--- config.mk ---
export PLATFORM = sky130hd
export DESIGN_NAME = dlsc_mt9v032_timing_mc_flat
export DESIGN_NICKNAME = d
export VERILOG_FILES = /design/src/rtl/dlsc_mt9v032_timing_mc_pkg.sv /design/src/rtl/dlsc_mt9v032_timing_mc_if.sv /design/src/rtl/dlsc_mt9v032_pxfifo.sv /design/src/rtl/dlsc_mt9v032_timing_mc.sv /design/src/flat_wrapper.sv
export SDC_FILE = /design/constraint.sdc
export NUM_CORES = 1
export LEC_CHECK = 0
export CORE_AREA = 2 2 168 170
export CTS_CLUSTER_SIZE = 20
export DETAILED_ROUTE_END_ITERATION = 12
export DIE_AREA = 0 0 170 172
export HOLD_SLACK_MARGIN = 0.02
export PLACE_DENSITY = 0.78
export SLEW_MARGIN = 40
export SYNTH_ARGS = -nofsm -noshare
export SYNTH_HDL_FRONTEND = slang
export SYNTH_SLANG_ARGS = --single-unit
--- constraint.sdc ---
create_clock -name clk -period 5 [get_ports clk]
set_clock_uncertainty 0.1 [all_clocks]
set_input_delay 1 -clock clk [delete_from_list [all_inputs] [get_ports clk]]
set_output_delay 1 -clock clk [all_outputs]
set_load 0.01 [all_outputs]
--- src/rtl/dlsc_mt9v032_timing_mc_pkg.sv ---
// Shared constants for the MT9V032 timing decoder: sync code values and FSM state encoding.
package dlsc_mt9v032_pkg;

  localparam int unsigned CODE_FS = 1;
  localparam int unsigned CODE_LS = 2;
  localparam int unsigned CODE_LE = 3;
  localparam int unsigned CODE_FE = 4;

  typedef enum logic [1:0] {
    ST_IDLE,
    ST_FRAME,
    ST_LINE,
    ST_PREFIX
  } state_t;

endpackage

--- src/rtl/dlsc_mt9v032_timing_mc_if.sv ---
// Pixel output stream: valid/ready handshake with first/last markers.
interface dlsc_mt9v032_timing_mc_if #(
  parameter int unsigned WIDTH = 20
) ();

  logic             out_valid;
  logic             out_ready;
  logic             out_first;
  logic             out_last;
  logic [WIDTH-1:0] out_data;

  modport master (output out_valid, output out_first, output out_last, output out_data,
                  input out_ready);
  modport slave  (input out_valid, input out_first, input out_last, input out_data,
                  output out_ready);

endinterface

--- src/rtl/dlsc_mt9v032_pxfifo.sv ---
// First-word-fall-through pixel buffer; push_ready also covers full-with-same-cycle-pop.
module dlsc_mt9v032_pxfifo #(
  parameter int unsigned WIDTH = 22,
  parameter int unsigned DEPTH = 16
) (
  input  logic             clk,
  input  logic             rst_n,
  input  logic             push,
  input  logic [WIDTH-1:0] push_data,
  output logic             push_ready,
  output logic             out_valid,
  input  logic             out_ready,
  output logic [WIDTH-1:0] out_data
);

  localparam int unsigned AB = $clog2(DEPTH);

  logic [WIDTH-1:0] mem [DEPTH];
  logic [AB-1:0]    wr_ptr;
  logic [AB-1:0]    rd_ptr;
  logic [AB:0]      count;
  logic             pop;
  logic             wr;

  assign out_valid  = (count != '0);
  assign pop        = out_valid && out_ready;
  assign push_ready = (count != (AB+1)'(DEPTH)) || pop;
  assign wr         = push && push_ready;
  assign out_data   = out_valid ? mem[rd_ptr] : '0;

  always_ff @(posedge clk) begin
    if (wr) mem[wr_ptr] <= push_data;
  end

  always_ff @(posedge clk or negedge rst_n) begin
    if (!rst_n) begin
      wr_ptr <= '0;
      rd_ptr <= '0;
      count  <= '0;
    end else begin
      if (wr)  wr_ptr <= wr_ptr + AB'(1);
      if (pop) rd_ptr <= rd_ptr + AB'(1);
      case ({wr, pop})
        2'b10:   count <= count + (AB+1)'(1);
        2'b01:   count <= count - (AB+1)'(1);
        default: count <= count;
      endcase
    end
  end

endmodule

--- src/rtl/dlsc_mt9v032_timing_mc.sv ---
// MT9V032 multi-lane sync decoder with pixel staging and output FIFO.
// Resolution measurement/check is built only when DLSC_MT9V032_TIMING_MC_RES_CHECK_EN is defined.
module dlsc_mt9v032_timing_mc
  import dlsc_mt9v032_pkg::*;
#(
  parameter int unsigned CHANNELS   = 2,
  parameter int unsigned DATA       = 10,
  parameter int unsigned HBITS      = 10,
  parameter int unsigned VBITS      = 10,
  parameter int unsigned FIFO_DEPTH = 16
) (
  input  logic                     clk,
  input  logic                     rst_n,
  input  logic                     clk_en,
  input  logic                     enable,
  input  logic [HBITS-1:0]         hdisp,
  input  logic [VBITS-1:0]         vdisp,
  input  logic [CHANNELS*DATA-1:0] in_data,
  dlsc_mt9v032_timing_mc_if.master out,
  output logic [HBITS-1:0]         obs_hdisp,
  output logic [VBITS-1:0]         obs_vdisp,
  output logic                     res_okay,
  output logic                     res_error,
  output logic                     sync_error,
  output logic                     frame_start,
  output logic                     frame_end,
  output logic                     overrun,
  output logic                     frame_valid
);

  localparam int unsigned W = CHANNELS*DATA;

  state_t          st, st_nx, ret, ret_nx;
  logic [W-1:0]    stage_data;
  logic            stage_valid, stage_first;
  logic            first_pend, en_lat, suppress;

  logic            all_ones, any_ones, lanes_agree;
  logic [DATA-1:0] code;
  logic            ev_fs, ev_ls, ev_le, ev_fe, ev_px, ev_err;
  logic            push_req, push_last, push_en, push_ready, drop;
  logic [W+1:0]    fifo_dout;

  always_comb begin
    all_ones    = 1'b1;
    any_ones    = 1'b0;
    lanes_agree = 1'b1;
    code        = in_data[DATA-1:0];
    for (int unsigned i = 0; i < CHANNELS; i++) begin
      if (in_data[i*DATA +: DATA] == '1) any_ones = 1'b1;
      else                               all_ones = 1'b0;
      if (in_data[i*DATA +: DATA] != code) lanes_agree = 1'b0;
    end
  end

  // ret remembers the state the prefix interrupted, so the code can be checked against it
  always_comb begin
    st_nx  = st;
    ret_nx = ret;
    ev_fs  = 1'b0;
    ev_ls  = 1'b0;
    ev_le  = 1'b0;
    ev_fe  = 1'b0;
    ev_px  = 1'b0;
    ev_err = 1'b0;
    if (clk_en) begin
      case (st)
        ST_PREFIX: begin
          if (!lanes_agree)                                    ev_err = 1'b1;
          else if (code == DATA'(CODE_FS) && ret == ST_IDLE)   ev_fs  = 1'b1;
          else if (code == DATA'(CODE_LS) && ret == ST_FRAME)  ev_ls  = 1'b1;
          else if (code == DATA'(CODE_LE) && ret == ST_LINE)   ev_le  = 1'b1;
          else if (code == DATA'(CODE_FE) && ret == ST_FRAME)  ev_fe  = 1'b1;
          else                                                 ev_err = 1'b1;
        end
        default: begin
          if (all_ones) begin
            st_nx  = ST_PREFIX;
            ret_nx = st;
          end else if (any_ones) begin
            ev_err = 1'b1;
          end else if (st == ST_LINE) begin
            ev_px = 1'b1;
          end else if (st == ST_FRAME) begin
            ev_err = 1'b1;
          end
        end
      endcase
      if (ev_fs || ev_ls) st_nx = ST_LINE;
      if (ev_le)          st_nx = ST_FRAME;
      if (ev_fe || ev_err) st_nx = ST_IDLE;
    end
  end

  always_ff @(posedge clk or negedge rst_n) begin
    if (!rst_n) begin
      st  <= ST_IDLE;
      ret <= ST_IDLE;
    end else begin
      st  <= st_nx;
      ret <= ret_nx;
    end
  end

  assign push_req  = stage_valid && (ev_px || ev_le);
  assign push_last = ev_le;
  assign push_en   = push_req && en_lat && !suppress;
  assign drop      = push_en && !push_ready;

  always_ff @(posedge clk or negedge rst_n) begin
    if (!rst_n) begin
      stage_data  <= '0;
      stage_valid <= 1'b0;
      stage_first <= 1'b0;
      first_pend  <= 1'b0;
      en_lat      <= 1'b0;
      suppress    <= 1'b0;
      frame_valid <= 1'b0;
      frame_start <= 1'b0;
      frame_end   <= 1'b0;
      sync_error  <= 1'b0;
      overrun     <= 1'b0;
    end else begin
      frame_start <= ev_fs;
      frame_end   <= ev_fe;
      sync_error  <= ev_err;
      overrun     <= drop;
      if (ev_fs) begin
        en_lat      <= enable;
        suppress    <= 1'b0;
        first_pend  <= 1'b1;
        stage_valid <= 1'b0;
        frame_valid <= 1'b1;
      end
      if (ev_fe || ev_err) frame_valid <= 1'b0;
      if (ev_px) begin
        stage_data  <= in_data;
        stage_valid <= 1'b1;
        stage_first <= first_pend;
        first_pend  <= 1'b0;
      end
      if (ev_le || ev_fe || ev_err) stage_valid <= 1'b0;
      if (drop) suppress <= 1'b1;
    end
  end

  dlsc_mt9v032_pxfifo #(
    .WIDTH (W + 2),
    .DEPTH (FIFO_DEPTH)
  ) u_fifo (
    .clk        (clk),
    .rst_n      (rst_n),
    .push       (push_en),
    .push_data  ({stage_first, push_last, stage_data}),
    .push_ready (push_ready),
    .out_valid  (out.out_valid),
    .out_ready  (out.out_ready),
    .out_data   (fifo_dout)
  );

  assign out.out_first = fifo_dout[W+1];
  assign out.out_last  = fifo_dout[W];
  assign out.out_data  = fifo_dout[W-1:0];

`ifdef DLSC_MT9V032_TIMING_MC_RES_CHECK_EN
  logic [HBITS-1:0] hcnt;
  logic [VBITS-1:0] vcnt;

  // obs_hdisp was captured at the last LE; vcnt is the value obs_vdisp takes this cycle
  always_ff @(posedge clk or negedge rst_n) begin
    if (!rst_n) begin
      hcnt      <= '0;
      vcnt      <= '0;
      obs_hdisp <= '0;
      obs_vdisp <= '0;
      res_okay  <= 1'b0;
      res_error <= 1'b0;
    end else begin
      res_okay  <= ev_fe && (obs_hdisp == hdisp) && (vcnt == vdisp);
      res_error <= ev_fe && !((obs_hdisp == hdisp) && (vcnt == vdisp));
      if (ev_fs || ev_ls)              hcnt <= '0;
      else if (ev_px && hcnt != '1)    hcnt <= hcnt + HBITS'(1);
      if (ev_fs)                       vcnt <= '0;
      else if (ev_le && vcnt != '1)    vcnt <= vcnt + VBITS'(1);
      if (ev_le) obs_hdisp <= hcnt;
      if (ev_fe) obs_vdisp <= vcnt;
    end
  end
`else
  logic unused_res;
  assign unused_res = ^{hdisp, vdisp};
  assign obs_hdisp  = '0;
  assign obs_vdisp  = '0;
  assign res_okay   = 1'b0;
  assign res_error  = 1'b0;
`endif

endmodule

--- src/flat_wrapper.sv ---
// flat-port wrapper written by rule: the top's interface ports become plain ports
module dlsc_mt9v032_timing_mc_flat import dlsc_mt9v032_pkg::*;
#(
  parameter int unsigned CHANNELS   = 2,
  parameter int unsigned DATA       = 10,
  parameter int unsigned HBITS      = 10,
  parameter int unsigned VBITS      = 10,
  parameter int unsigned FIFO_DEPTH = 16
)
  (clk, rst_n, clk_en, enable, hdisp, vdisp, in_data, obs_hdisp, obs_vdisp, res_okay, res_error, sync_error, frame_start, frame_end, overrun, frame_valid, out_out_valid, out_out_first, out_out_last, out_out_data, out_out_ready);
  dlsc_mt9v032_timing_mc_if #(.WIDTH((20))) out_i ();
  input  logic clk;
  input  logic rst_n;
  input  logic clk_en;
  input  logic enable;
  input  logic [HBITS-1:0] hdisp;
  input  logic [VBITS-1:0] vdisp;
  input  logic [CHANNELS*DATA-1:0] in_data;
  output logic [HBITS-1:0] obs_hdisp;
  output logic [VBITS-1:0] obs_vdisp;
  output logic res_okay;
  output logic res_error;
  output logic sync_error;
  output logic frame_start;
  output logic frame_end;
  output logic overrun;
  output logic frame_valid;
  output wire logic [$bits(out_i.out_valid)-1:0] out_out_valid;
  output wire logic [$bits(out_i.out_first)-1:0] out_out_first;
  output wire logic [$bits(out_i.out_last)-1:0] out_out_last;
  output wire logic [$bits(out_i.out_data)-1:0] out_out_data;
  input wire logic [$bits(out_i.out_ready)-1:0] out_out_ready;
  assign out_out_valid = out_i.out_valid;
  assign out_out_first = out_i.out_first;
  assign out_out_last = out_i.out_last;
  assign out_out_data = out_i.out_data;
  assign out_i.out_ready = out_out_ready;
  dlsc_mt9v032_timing_mc #(.CHANNELS(CHANNELS), .DATA(DATA), .HBITS(HBITS), .VBITS(VBITS), .FIFO_DEPTH(FIFO_DEPTH)) u_core (.clk(clk), .rst_n(rst_n), .clk_en(clk_en), .enable(enable), .hdisp(hdisp), .vdisp(vdisp), .in_data(in_data), .out(out_i), .obs_hdisp(obs_hdisp), .obs_vdisp(obs_vdisp), .res_okay(res_okay), .res_error(res_error), .sync_error(sync_error), .frame_start(frame_start), .frame_end(frame_end), .overrun(overrun), .frame_valid(frame_valid));
endmodule
# Word-level counts from Yosys, hierarchy flattened
# Memory sizes are Yosys's and may differ from the RTL's.
# Cells that the tools add are included.
# W data, S select, Z words.
# totals
ram_bits,352
register_bits,47
mem_count,1
wordCells,128
input_bits,45
# classes
n_addsub,4
n_eq_ne,16
n_reduce_logical,29
bitwise,1
n_mux,61
# mem_list
name,depth,word_bits,read_ports,rd_ports_with_merged_regs,wr,line,text
u_core.u_fifo.mem,16,22,1,0,1,dlsc_mt9v032_pxfifo.sv:18,logic [WIDTH-1:0] mem [DEPTH];
# ops
operator,n
$mux W1,54
$mux W22,1
$eq A10 B10 Y1 const B,2
$eq A10 B2 Y1 const B,2
$eq A10 B1 Y1 const B,1
$eq A10 B3 Y1 const B,1
$logic_and A1 B1 Y1,10
$mux W2,5
$ne A10 B10 Y1,1
$pmux W5 S2,1
$add A4 B1 Y4 const B,2
$eq A2 B2 Y1 const B,4
$reduce_bool A2 Y1,4
$logic_or A1 B1 Y1,7
$eq A2 B1 Y1 const B,3
$reduce_and A3 Y1,2
$add A5 B1 Y5 const B,1
$ne A5 B5 Y1 const B,1
$reduce_bool A5 Y1,1
$sub A5 B1 Y5 const B,1
$ne A4 B1 Y1 const B,1
$reduce_bool A4 Y1,1
$reduce_bool A3 Y1,1
$logic_not A1 Y1,2
other kinds (2),2

# Longest topological paths before layout
# Gate-level depths: netlist (run 1).
# logic_depth
depth_word,16
mapped_depth,13
mapped_depth_nobuf,12

# Hierarchy
# From an unflattened synthesis (run 1), not the netlist that was laid out.
# unflattened
hier_cells,840
hier_area_um2,16099.2
# by_module_without_submodules
mod,cells_per_inst,area_per_inst_um2,seq_area_each_um2,instances
dlsc_mt9v032_pxfifo,681,14307.5,10895.4,1
dlsc_mt9v032_timing_mc,159,1791.7,850.8,1

# Worst setup path before layout (run 1)
# Ideal clock, no wire load.
# synth_path
path_kind,input to register
start,input in_data[5]
end,memory u_core.u_fifo.mem[3][0] (enable)
arrival_ns,4.648
setup_slack_ns,-0.213
required_time_ns,4.435
cell_stages,5
path_buffers,0
path_cell_list,or4_4 -> nor4_4 -> nand4_2 -> a21o_1 -> nor4b_1
# synth_via
elab_chain_cells,16
# synth_rtl
element,line,text
"start, declared",flat_wrapper.sv:18,input logic [CHANNELS*DATA-1:0] in_data;
$eq A10 B2 Y1,dlsc_mt9v032_timing_mc.sv:72,else if (code == DATA'(CODE_LE) && ret == ST_LINE) ev_le = 1'b1;
$logic_and A1 B1 Y1,dlsc_mt9v032_timing_mc.sv:72,
$mux W1,dlsc_mt9v032_timing_mc.sv:72,
$mux W1,dlsc_mt9v032_timing_mc.sv:71,else if (code == DATA'(CODE_LS) && ret == ST_FRAME) ev_ls = 1'b1;
$mux W1,dlsc_mt9v032_timing_mc.sv:70,else if (code == DATA'(CODE_FS) && ret == ST_IDLE) ev_fs = 1'b1;
$mux W1,dlsc_mt9v032_timing_mc.sv:69,if (!lanes_agree) ev_err = 1'b1;
$mux W1,dlsc_mt9v032_timing_mc.sv:67,case (st)
$mux W1 (2 in a row),dlsc_mt9v032_timing_mc.sv:66,if (clk_en) begin
$logic_or A1 B1 Y1 *,dlsc_mt9v032_timing_mc.sv:105,assign push_req = stage_valid && (ev_px || ev_le);
$logic_and A1 B1 Y1 *,dlsc_mt9v032_timing_mc.sv:105,
$logic_and A1 B1 Y1 * (2 in a row),dlsc_mt9v032_timing_mc.sv:107,assign push_en = push_req && en_lat && !suppress;
$logic_and A1 B1 Y1 *,dlsc_mt9v032_pxfifo.sv:28,assign wr = push && push_ready;
$mux W1 *,dlsc_mt9v032_pxfifo.sv:32,if (wr) mem[wr_ptr] <= push_data;
$mux W1 (implied by the code) *,dlsc_mt9v032_pxfifo.sv:32,
"end, declared",dlsc_mt9v032_pxfifo.sv:18,
# Mark *: on every way between the ends. The rest lies on a longest branch, timed or not. The select of a mux whose other input is x is not followed.

# Final worst setup path (run 1)
# layout_path
start,register u_core.u_fifo.rd_ptr[1]
end,output out_out_data[14]
# layout_via
elab_chain_cells,2
# layout_rtl
element,line,text
"start, declared",dlsc_mt9v032_pxfifo.sv:20,logic [AB-1:0] rd_ptr;
"start signal, assigned",dlsc_mt9v032_pxfifo.sv:42,if (pop) rd_ptr <= rd_ptr + AB'(1);
$mem_v2 Z16 W22,--,
$mux W22,dlsc_mt9v032_pxfifo.sv:29,assign out_data = out_valid ? mem[rd_ptr] : '0;
"end, declared",flat_wrapper.sv:31,output wire logic [$bits(out_i.out_data)-1:0] out_out_data;
# Every way passes these cells.

==> results of run 1 <==
-- routing by layer --
layer  wire, um  global-route usage  vias to the layer above
li1           -                   -                     3231
met1      13250              0.3347                     4172
met2      18400              0.4300                      474
met3       3263             0.04829                       86
met4       1087             0.09142                        0
met5          0                   0                        -
-- worst max-delay path: cells and delay by family, from the launching register on --
kind / cells / cell delay [ps]
muxes: 2 / 830
buffers and inverters: 2 / 910
and+or+nand+nor: 1 / 190
DFF: 1 / 830
-- final timing paths --
path,start,to,cells after the start
min reg2reg,u_core.u_fifo.count[4],u_core.u_fifo.count[4],1
min,rst_n,u_core.en_lat,1
max,u_core.u_fifo.rd_ptr[1],out_out_data[14],5
max reg2reg,u_core.u_fifo.count[0],u_core.u_fifo.count[4],11
max in group asynchronous,rst_n,u_core.u_fifo.rd_ptr[2],2
min in group clk,u_core.u_fifo.count[4],u_core.u_fifo.count[4],1
-- stage by stage --
| step | instances | util | total power [mW] | instance area [sq um] |
|---|---|---|---|---|
| after floorplan | 773 | - | 3.679 | 16060 |
| after global placement | 1151 | 0.6223 | 3.707 | 17100 |
| after detailed placement | 1151 | 0.6224 | 3.709 | 17100 |
| after CTS | 1221 | 0.6679 | 6.501 | 18350 |
| after global routing | 1221 | 0.6679 | 6.617 | 18350 |
| final | 1221 | 0.6679 | 6.464 | 18350 |
-- where the power goes --
part | total, mW | leakage (nW) | internal (mW) | switching [mW]
clock network | 2.82 | 0.617 | 1.65 | 1.17
logic | 0.0648 | 1.74 | 0.0230 | 0.0418
registers | 3.58 | 4.65 | 3.58 | 0.000449
total | 6.46 | 7.00 | 5.25 | 1.21
-- area by class of cell --
type	instances	area [sq um]
sequential	399	11760
clock inverter	13	92.59
inverter	5	18.77
timing repair buffer	88	848.3
multi-input combinational	313	4043
fill	1688	9126
tap	346	432.9
clock buffer	57	1156
-- flip-flops by register name (all words and copies together), names as in the netlist --
name,cells
u_core.stage_first,1
u_core.sync_error,1
u_core.frame_start,1
u_core.overrun,1
u_core.frame_valid,1
u_core.u_fifo.count,5
u_core.en_lat,1
u_core.first_pend,1
u_core.st,2
u_core.u_fifo.rd_ptr,4
u_core.suppress,1
u_core.u_fifo.wr_ptr,4
u_core.u_fifo.mem,352
u_core.ret,2
u_core.frame_end,1
u_core.stage_valid,1
u_core.stage_data,20
-- placed cells by master, fill, tap and decap left out, drive strengths merged, types with 4 or more instances in the layout --
cell type,instances
nor4,4
ha,8
xnor2,8
a21oi,6
nand2,14
nor3b,6
clkinv,11
mux2,25
conb,22
nor4b,5
xor2,12
mux4,110
and3,8
and4,5
clkbuf,57
clkdlybuf4s50,51
nand4,6
inv,5
buf,37
mux2i,5
dfrtp,47
nor3,6
edfxtp,352
and2,24
nor2,15
-- cell usage after synthesis, types with 3 or more instances --
library cell | n | area (sq um)
nor4_1 | 3 | 18.77
buf_1 | 6 | 22.52
buf_2 | 7 | 35.03
clkbuf_1 | 21 | 78.83
xnor2_1 | 8 | 70.07
a21oi_1 | 5 | 25.02
inv_1 | 4 | 15.01
edfxtp_1 | 352 | 10570
and4_1 | 5 | 43.79
nand4_1 | 5 | 31.28
buf_4 | 22 | 165.2
nor2_1 | 14 | 52.55
mux2_2 | 23 | 259.0
dfrtp_1 | 47 | 1176
and3_1 | 8 | 50.05
mux2i_1 | 4 | 40.04
a21o_1 | 3 | 22.52
nand2_1 | 14 | 52.55
nor4b_1 | 5 | 43.79
xor2_1 | 12 | 105.1
ha_1 | 8 | 100.1
mux4_2 | 110 | 2477
nor3_1 | 5 | 25.02
and2_1 | 23 | 143.9
nor3b_1 | 6 | 45.04
-- cell families (layout without fill, tap and decap cells) --
group / after synthesis / count (layout) / share of synthesized area
fa+ha+maj: 9 / 9 / 0.007519
other cells: 1 / 22 / 0.0002347
compound gates: 21 / 21 / 0.01026
mux: 140 / 140 / 0.1771
flops: 399 / 399 / 0.7352
xor+xnor: 20 / 20 / 0.01096
buf+inv: 61 / 163 / 0.02005
simple gates: 101 / 101 / 0.03869
==> impl_metrics.py, run 1 <==
metrics = {
    "final_layout": {
        "diodes": 0,
        "drive_gt1_frac": 0.2903,
        "nNetsFinal": 899,
        "syn_to_final_growth_pct": 14.86,
    },
    "sta": {
        "fmax_mhz": 227.0,
        "relSlewSlack": 0.4041,
        "finalCritPeriodShare": 0.8811,
        "rsz0062_at_grt": "false",
        "tns_ps": 0,
        "min_period_ps": 4405,
        "holdWs_ps": 366.2,
        "worstMarginPinSlew_ps": 893.9,
        "hold_viol_final": 0,
        "finalSetupViolCount": 0,
        "setup_ws_ps": 594.7,
        "slew_violations": 0,
    },
    "placement": {
        "gp_congestion": 0.8351,
        "port_buffers": 52,
        "post-dp-hpwl_um": 19770,
        "dp_slack_ps": 343.5,
    },
    "clock_tree": {
        "cts_resized": 0,
        "cts_root_buf": "clkbuf_16",
        "clockBufferDepth": 3,
        "clk_pin_slew_ps": 60,
        "postCtsSetupBuffers": 0,
        "cts_buffers": 38,
        "cts_tree": "built",
        "clock_latency_ps": 530,
        "cts_max_level": 2,
        "cts_sinks": 399,
        "hold_buffers": 0,
    },
    "global_route": {
        "grt_pass1_wl_um": 52440,
        "antenna_found_initial": 0,
        "grt_pass1_vias": 8294,
        "grt_overflow": 0,
        "grt_max_degree": 43,
        "grt_usage": 0.2537,
    },
    "critical_path": {
        "startpoint_type": "flop",
        "crit_top_cell": "mux4_2",
        "slowest_stage": "dfrtp_4",
        "critical_path_arrival_ps": 3310,
        "crit_chain": "buf_4 > mux4_2 > mux4_2 > and2_1 > clkdlybuf4s50_1",
        "end_kind": "output port",
        "r2r_slack_ps": 1270,
        "critical_path_class": "flop to output port",
        "max_stage_delay_ps": 830,
        "required_ps": 3900,
        "cp_max_fo": 36,
    },
    "routing": {
        "vias": 7963,
        "drt_pass1_iterations": 5,
        "routed_wl_um": 36000,
        "drt_iter0_drc": 962,
        "post-route-drc-count": 0,
        "wl_per_cell_um": 29.49,
        "ant_nets": 0,
        "via_per_inst": 6.522,
    },
    "die": {
        "rows": 61,
        "dieArea_sq_mm": 0.02924,
        "fp.dieW_um": 170,
        "ios": 95,
        "die-height_um": 172,
        "core_sq_mm": 0.02748,
        "start_util": 0.5815,
    },
    "synthesis": {
        "ys_types": 53,
        "synth-seq-area-share": 0.7352,
        "ys_warn_count": 0,
        "synth_ff_type": "edfxtp_1",
        "syn_area_sq_mm": 0.01598,
        "ys_ff_latch": 399,
        "syn_area_per_cell_sq_um": 21.25,
        "synth_edf_count": 352,
        "async_flop_share": 0.1178,
        "synthCells": 752,
    },
    "pwr": {
        "power_density_mw_per_mm2": 352.3,
        "ir_worst_vdd_uv": 277.2,
        "p_leak_nw": 7.003,
    },
    "hold_path": {
        "hold_path_class": "input pin to asynchronous set/reset pin",
    },
    "run_status": {
        "status": "complete, no violations",
    },
    "flow_run": {
        "maxCapViolCount": 0,
    },
}
Note: power is estimated with default switching activity, not from simulation.
==> run 2, diff against run 1 <==
ABC_CLOCK_PERIOD_IN_PS = 5000   (was unset)
==> results of run 2 <==
No change in the layout: final DEF, timing and power equal those of run 1.
